--- config.mk ---
export PLATFORM = sky130hd
export DESIGN_NAME = mdu_iter_divider
export DESIGN_NICKNAME = d
export VERILOG_FILES = /design/src/rtl/mdu_pkg.sv /design/src/rtl/mdu_iter_divider_div_step.sv /design/src/rtl/mdu_iter_divider.sv
export SDC_FILE = /design/constraint.sdc
export NUM_CORES = 1
export LEC_CHECK = 0
export BUFFER_PORTS_ARGS = -buffer_cell sky130_fd_sc_hd__clkbuf_2
export CAP_MARGIN = 20
export CORE_MARGIN = 3
export CORE_UTILIZATION = 55
export DETAILED_ROUTE_END_ITERATION = 8
export HOLD_SLACK_MARGIN = 0.08
export PLACE_DENSITY = 0.74
export SLEW_MARGIN = 20
export SYNTH_ARGS = -nofsm -noshare
export SYNTH_HDL_FRONTEND = slang
export SYNTH_HIERARCHICAL = 1
export SYNTH_SLANG_ARGS = --single-unit
--- constraint.sdc ---
create_clock -name clk -period 7.6 [get_ports clk]
set_input_delay 2.28 -clock clk [delete_from_list [all_inputs] [get_ports clk]]
set_output_delay 2.28 -clock clk [all_outputs]
set_load 0.02 [all_outputs]
--- src/rtl/mdu_pkg.sv ---
// mdu_pkg: shared state encoding and width for the multiply/divide unit FSMs.
package mdu_pkg;
  localparam int DIV_WIDTH = 32;
  typedef enum logic [1:0] {DIV_IDLE, DIV_CALC, DIV_DONE} div_state_t;
endpackage

--- src/rtl/mdu_iter_divider_div_step.sv ---
// div_step: one radix-2 restoring division step on {rem,quo}.
module div_step #(
  parameter int WIDTH = 32
) (
  input  logic [WIDTH-1:0] rem,
  input  logic [WIDTH-1:0] quo,
  input  logic [WIDTH-1:0] divisor,
  output logic [WIDTH-1:0] rem_next,
  output logic [WIDTH-1:0] quo_next
);
  logic [WIDTH:0] shifted;
  logic [WIDTH:0] trial;
  assign shifted  = {rem, quo[WIDTH-1]};
  assign trial    = shifted - {1'b0, divisor};
  assign rem_next = trial[WIDTH] ? shifted[WIDTH-1:0] : trial[WIDTH-1:0];
  assign quo_next = {quo[WIDTH-2:0], ~trial[WIDTH]};
endmodule

--- src/rtl/mdu_iter_divider.sv ---
// mdu_iter_divider: iterative restoring DIV/DIVU for the EXE stage, one quotient bit per cycle.
module mdu_iter_divider
  import mdu_pkg::*;
#(
  parameter int WIDTH = DIV_WIDTH,
  parameter int CNT_W = $clog2(WIDTH)
) (
  input  logic             clk,
  input  logic             resetn,
  input  logic             div_start,
  input  logic             div_signed,
  input  logic [WIDTH-1:0] div_dividend,
  input  logic [WIDTH-1:0] div_divisor,
  input  logic             div_flush,
  input  logic             div_ack,
  output logic             div_busy,
  output logic             div_done,
  output logic [WIDTH-1:0] div_quotient,
  output logic [WIDTH-1:0] div_remainder
);
  div_state_t state, next;
  logic [CNT_W-1:0] cnt;
  logic [WIDTH-1:0] rem, quo, dvsr, rem_nx, quo_nx, a_mag, b_mag;
  logic q_neg, r_neg, a_neg, b_neg, accept, calc, last;
  assign a_neg  = div_signed & div_dividend[WIDTH-1];
  assign b_neg  = div_signed & div_divisor[WIDTH-1];
  assign a_mag  = a_neg ? -div_dividend : div_dividend;
  assign b_mag  = b_neg ? -div_divisor : div_divisor;
  assign accept = state == DIV_IDLE && div_start && !div_flush;
  assign calc   = state == DIV_CALC && !div_flush;
  assign last   = cnt == CNT_W'(WIDTH - 1);
  // combinational so the pipeline freezes in the very cycle the start appears
  assign div_busy = resetn && !div_flush && ((state == DIV_IDLE && div_start) || state == DIV_CALC);
  assign div_done = state == DIV_DONE;
  div_step #(.WIDTH(WIDTH)) u_step (
    .rem      (rem),
    .quo      (quo),
    .divisor  (dvsr),
    .rem_next (rem_nx),
    .quo_next (quo_nx)
  );
  always_comb begin
    next = div_flush                           ? DIV_IDLE :
           accept                              ? DIV_CALC :
           (state == DIV_CALC && last)         ? DIV_DONE :
           (state == DIV_DONE && div_ack)      ? DIV_IDLE : state;
  end
  always_ff @(posedge clk or negedge resetn)
    if (!resetn) state <= DIV_IDLE;
    else         state <= next;
  always_ff @(posedge clk or negedge resetn) begin
    if (!resetn) begin
      cnt           <= '0;
      rem           <= '0;
      quo           <= '0;
      dvsr          <= '0;
      q_neg         <= 1'b0;
      r_neg         <= 1'b0;
      div_quotient  <= '0;
      div_remainder <= '0;
    end else if (accept) begin
      cnt   <= '0;
      rem   <= '0;
      quo   <= a_mag;
      dvsr  <= b_mag;
      q_neg <= a_neg ^ b_neg;
      r_neg <= a_neg;
    end else if (calc) begin
      cnt <= cnt + CNT_W'(1);
      rem <= rem_nx;
      quo <= quo_nx;
      if (last) begin
        div_quotient  <= q_neg ? -quo_nx : quo_nx;
        div_remainder <= r_neg ? -rem_nx : rem_nx;
      end
    end
  end
endmodule

==> flow_metrics.env <==
export IMPL_arrival_ns=6.29
export IMPL_cp_data_required_time_ns=7.88
export IMPL_synth_flop_cell="dfrtp_1"
export IMPL_crit_end="div_remainder[25]$_DFFE_PN0P_"
export IMPL_syn_to_final_growth_pct=9.45
export IMPL_drv_slew=0
export IMPL_fp_dieArea_um2=23000
export IMPL_drv_cap=0
export IMPL_worst_pin_slew_ns=0.940
export IMPL_cts_tree="yes"
export IMPL_yosys_area_top_type_share_pct=36.3
export IMPL_vias=10179
export IMPL_drive_gt1_share_pct=16.2
export IMPL_end_kind="flop"
export IMPL_setup_tns_final_ns=0
export IMPL_min_delay_path_class="flop to flop"
export IMPL_reg2reg_depth=18
export IMPL_dieWidth_um=152
export IMPL_grt_remaining_overflow=0
export IMPL_synth_edf_count=0
export IMPL_peakVddDrop_uv=293
export IMPL_drc=0
export IMPL_io_pins=136
export IMPL_placement_rows=52
export IMPL_clock_skew_ns=0.00742
export IMPL_drt_pass1_iterations=5
export IMPL_ys_top_cells_by_area="dfrtp_1, o21ai_0, xor2_1"
export IMPL_antenna_found_initial=0
export IMPL_clk_latency_ns=0.43
export IMPL_drtIter0Drc=1057
export IMPL_hpwl_mm=22.5
export IMPL_syn_avg_cell_area_um2=8.76
export IMPL_status="finished, final reports clean"
export IMPL_track_usage_pct=26.5
export IMPL_htreeDepth=4
export IMPL_filler_cell_count=1785
export IMPL_worst_hold_slack_ns=0.478
export IMPL_ff2ff_setup_slack_ns=1.59
export IMPL_numCtsBuffers=17
export IMPL_initial_utilization_pct=56.8
export IMPL_p_per_area_nw_per_um2=395
export IMPL_cp_max_fo=24
export IMPL_cts_root_buf="clkbuf_16"
export IMPL_final_common_cell="dfrtp_1"
export IMPL_ant_nets=0
export IMPL_cts_hold_buf=0
export IMPL_min_period_ns=6.01
export IMPL_clk_pin_slew_ns=0.07
export IMPL_grt_start_max_net_pins=111
export IMPL_diodes=0
export IMPL_crit_chain="inv_1 > ha_1 > fa_1 > and2b_1 > o2111ai_1 > a21oi_2 > o2111ai_1 > a211oi_2 > nor2_2 > mux2i_1 > and2_4 > inv_2 > mux2_4 > or4_1 > or4_4 > o41ai_2 > xor2_1 > o21ai_1"
export IMPL_via_per_inst=6.13
export IMPL_fin_ws_ns=1.59
export IMPL_wl_mm=30.5
export IMPL_setup_viol=0
export IMPL_critPathLaunch="quo[31]$_DFFE_PN0P_"
export IMPL_synth_largest_area_cell="dfrtp_1"
export IMPL_final_nets=1488
export IMPL_criticalPathCategory="flop to flop"
export IMPL_place_congestion=0.945
export IMPL_cts_resized=0
export IMPL_ys_seq_area_share_pct=36.3
export IMPL_rsz0062_at_grt="no"
export IMPL_final_cell_mix="dfrtp_1, o21ai_0, clkbuf_2, nand2_1, nor2_1"
export IMPL_grt_pass1_wl_mm=48.6
export IMPL_pre_cts_slack_ns=1.63
export IMPL_post_cts_buffers=0
export IMPL_holdCritStartpoint="div_remainder[7]$_DFFE_PN0P_"
export IMPL_ys_ff_latch=169
export IMPL_fp_dieH_um=152
export IMPL_cp_start_kind="flop"
export IMPL_max_stage_delay_ns=0.74
export IMPL_hold_viol=0
export IMPL_ys_warn_count=6
export IMPL_maxSlewHeadroom_pct=35.5
export IMPL_async_flop_share_pct=100
export IMPL_wl_per_cell_um=18.4
export IMPL_place_inst=1630
export IMPL_final_cells=1661
export IMPL_reg2reg_from="quo[31]$_DFFE_PN0P_"
export IMPL_regToRegEndpoint="div_remainder[25]$_DFFE_PN0P_"
export IMPL_core_um2=20500
export IMPL_synthesis_instances=1330
export IMPL_p_leak_nw=5.79
export IMPL_portBuffers=135
export IMPL_slowest_stage="mux2i_1"
export IMPL_worstHoldPathCells=2
export IMPL_syn_nets=1439
export IMPL_grt_pass1_vias=9128
export IMPL_synth_cell_type_count=81
export IMPL_syn_area_um2=11600
export IMPL_fmax_ghz=0.166
export IMPL_ctsLongestPathBuffers=2
export IMPL_clock_sinks=169
export IMPL_period_share_pct=79.1
export IMPL_cp_common_cell="o2111ai_1"
## per-layer routing
metal	share of wire (%)	up-vias	global-route usage (%)
met5	0	-	0
met4	1.3	0	6.06
met3	8.7	33	4.70
met2	41	421	36.0
met1	49	4830	43.2
li1	-	4895	-
## cell type report
class	instances	area, um^2	share of cell area, %
clock buffer	18	429	3.37
clock inverter	13	120	0.942
timing repair buffer	144	749	5.88
multi-input combinational	994	6680	52.4
inverter	53	199	1.56
tap	270	338	2.65
sequential	169	4230	33.2
## worst min-delay path by stage
stage	endpoint	slack, ns
6_report	div_remainder[7]$_DFFE_PN0P_	0.48
5_1_grt	div_remainder[8]$_DFFE_PN0P_	0.51
4_1_cts	div_quotient[31]$_DFFE_PN0P_	0.48
3_5_place_dp	div_quotient[31]$_DFFE_PN0P_	0.47
3_3_place_gp	div_quotient[23]$_DFFE_PN0P_	0.46
2_1_floorplan	dvsr[10]$_DFFE_PN0P_	0.45
## cells in the mapped netlist, drive strengths merged, types with 3 or more instances
master,count
dfrtp,169
o21ai,158
nand2,126
nor2,73
xor2,70
clkbuf,67
a21oi,62
xnor2,61
inv,52
buf,47
a22o,40
ha,38
nor3,30
nand3,27
a31oi,25
mux2,22
or4,22
nand4,21
nor4,21
o31ai,20
a21o,19
a22oi,19
o41ai,12
mux2i,10
nor3b,9
or3,9
a41oi,7
and3,7
and2,6
nor2b,6
a211o,5
a211oi,5
nand3b,5
nor4b,5
o21a,5
or2,5
o2111ai,4
or3b,4
a2111oi,3
a311oi,3
nand2b,3
o21bai,3
## stage by stage
| stage | util [%] | total power, W | area, um^2 |
|---|---|---|---|
| after floorplan | - | 0.00352 | 11600 |
| after global placement | 59.5 | 0.00409 | 12200 |
| after detailed placement | 59.5 | 0.00414 | 12200 |
| after CTS | 62.2 | 0.00499 | 12700 |
| after global routing | 62.2 | 0.00537 | 12700 |
| final | 62.2 | 0.00503 | 12700 |
## state kept, by name, indices dropped and copies added (netlist names)
register / flops
cnt: 5
div_quotient: 32
div_remainder: 32
dvsr: 32
q_neg: 1
quo: 32
r_neg: 1
rem: 32
state: 2
## where the power goes
group	internal [W]	total, W	switching, W
sequential	0.00107	0.00129	0.000224
combinational	0.00118	0.00291	0.00173
clock	0.000453	0.000832	0.000380
total	0.00270	0.00503	0.00233
## worst max-delay path, delay by kind of cell (launching register included)
kind | cells | cell delay (ns)
compound gates | 6 | 1.18
xor+xnor | 1 | 0.18
fa+ha+maj | 2 | 0.63
buf+inv | 2 | 0.35
flops | 1 | 0.36
mux | 2 | 1.15
simple gates | 5 | 2.01
## cell families after synthesis
group / share of synthesized area, %
and+or+nand+nor: 16.9
xor gates and xnor gates: 9.85
adders and majority gates: 4.25
AOI/OAI and AO/OA: 22.4
buffers and inverters: 6.64
muxes: 3.60
DFF: 36.3
No activity file was read; power rests on OpenSTA's default activity.
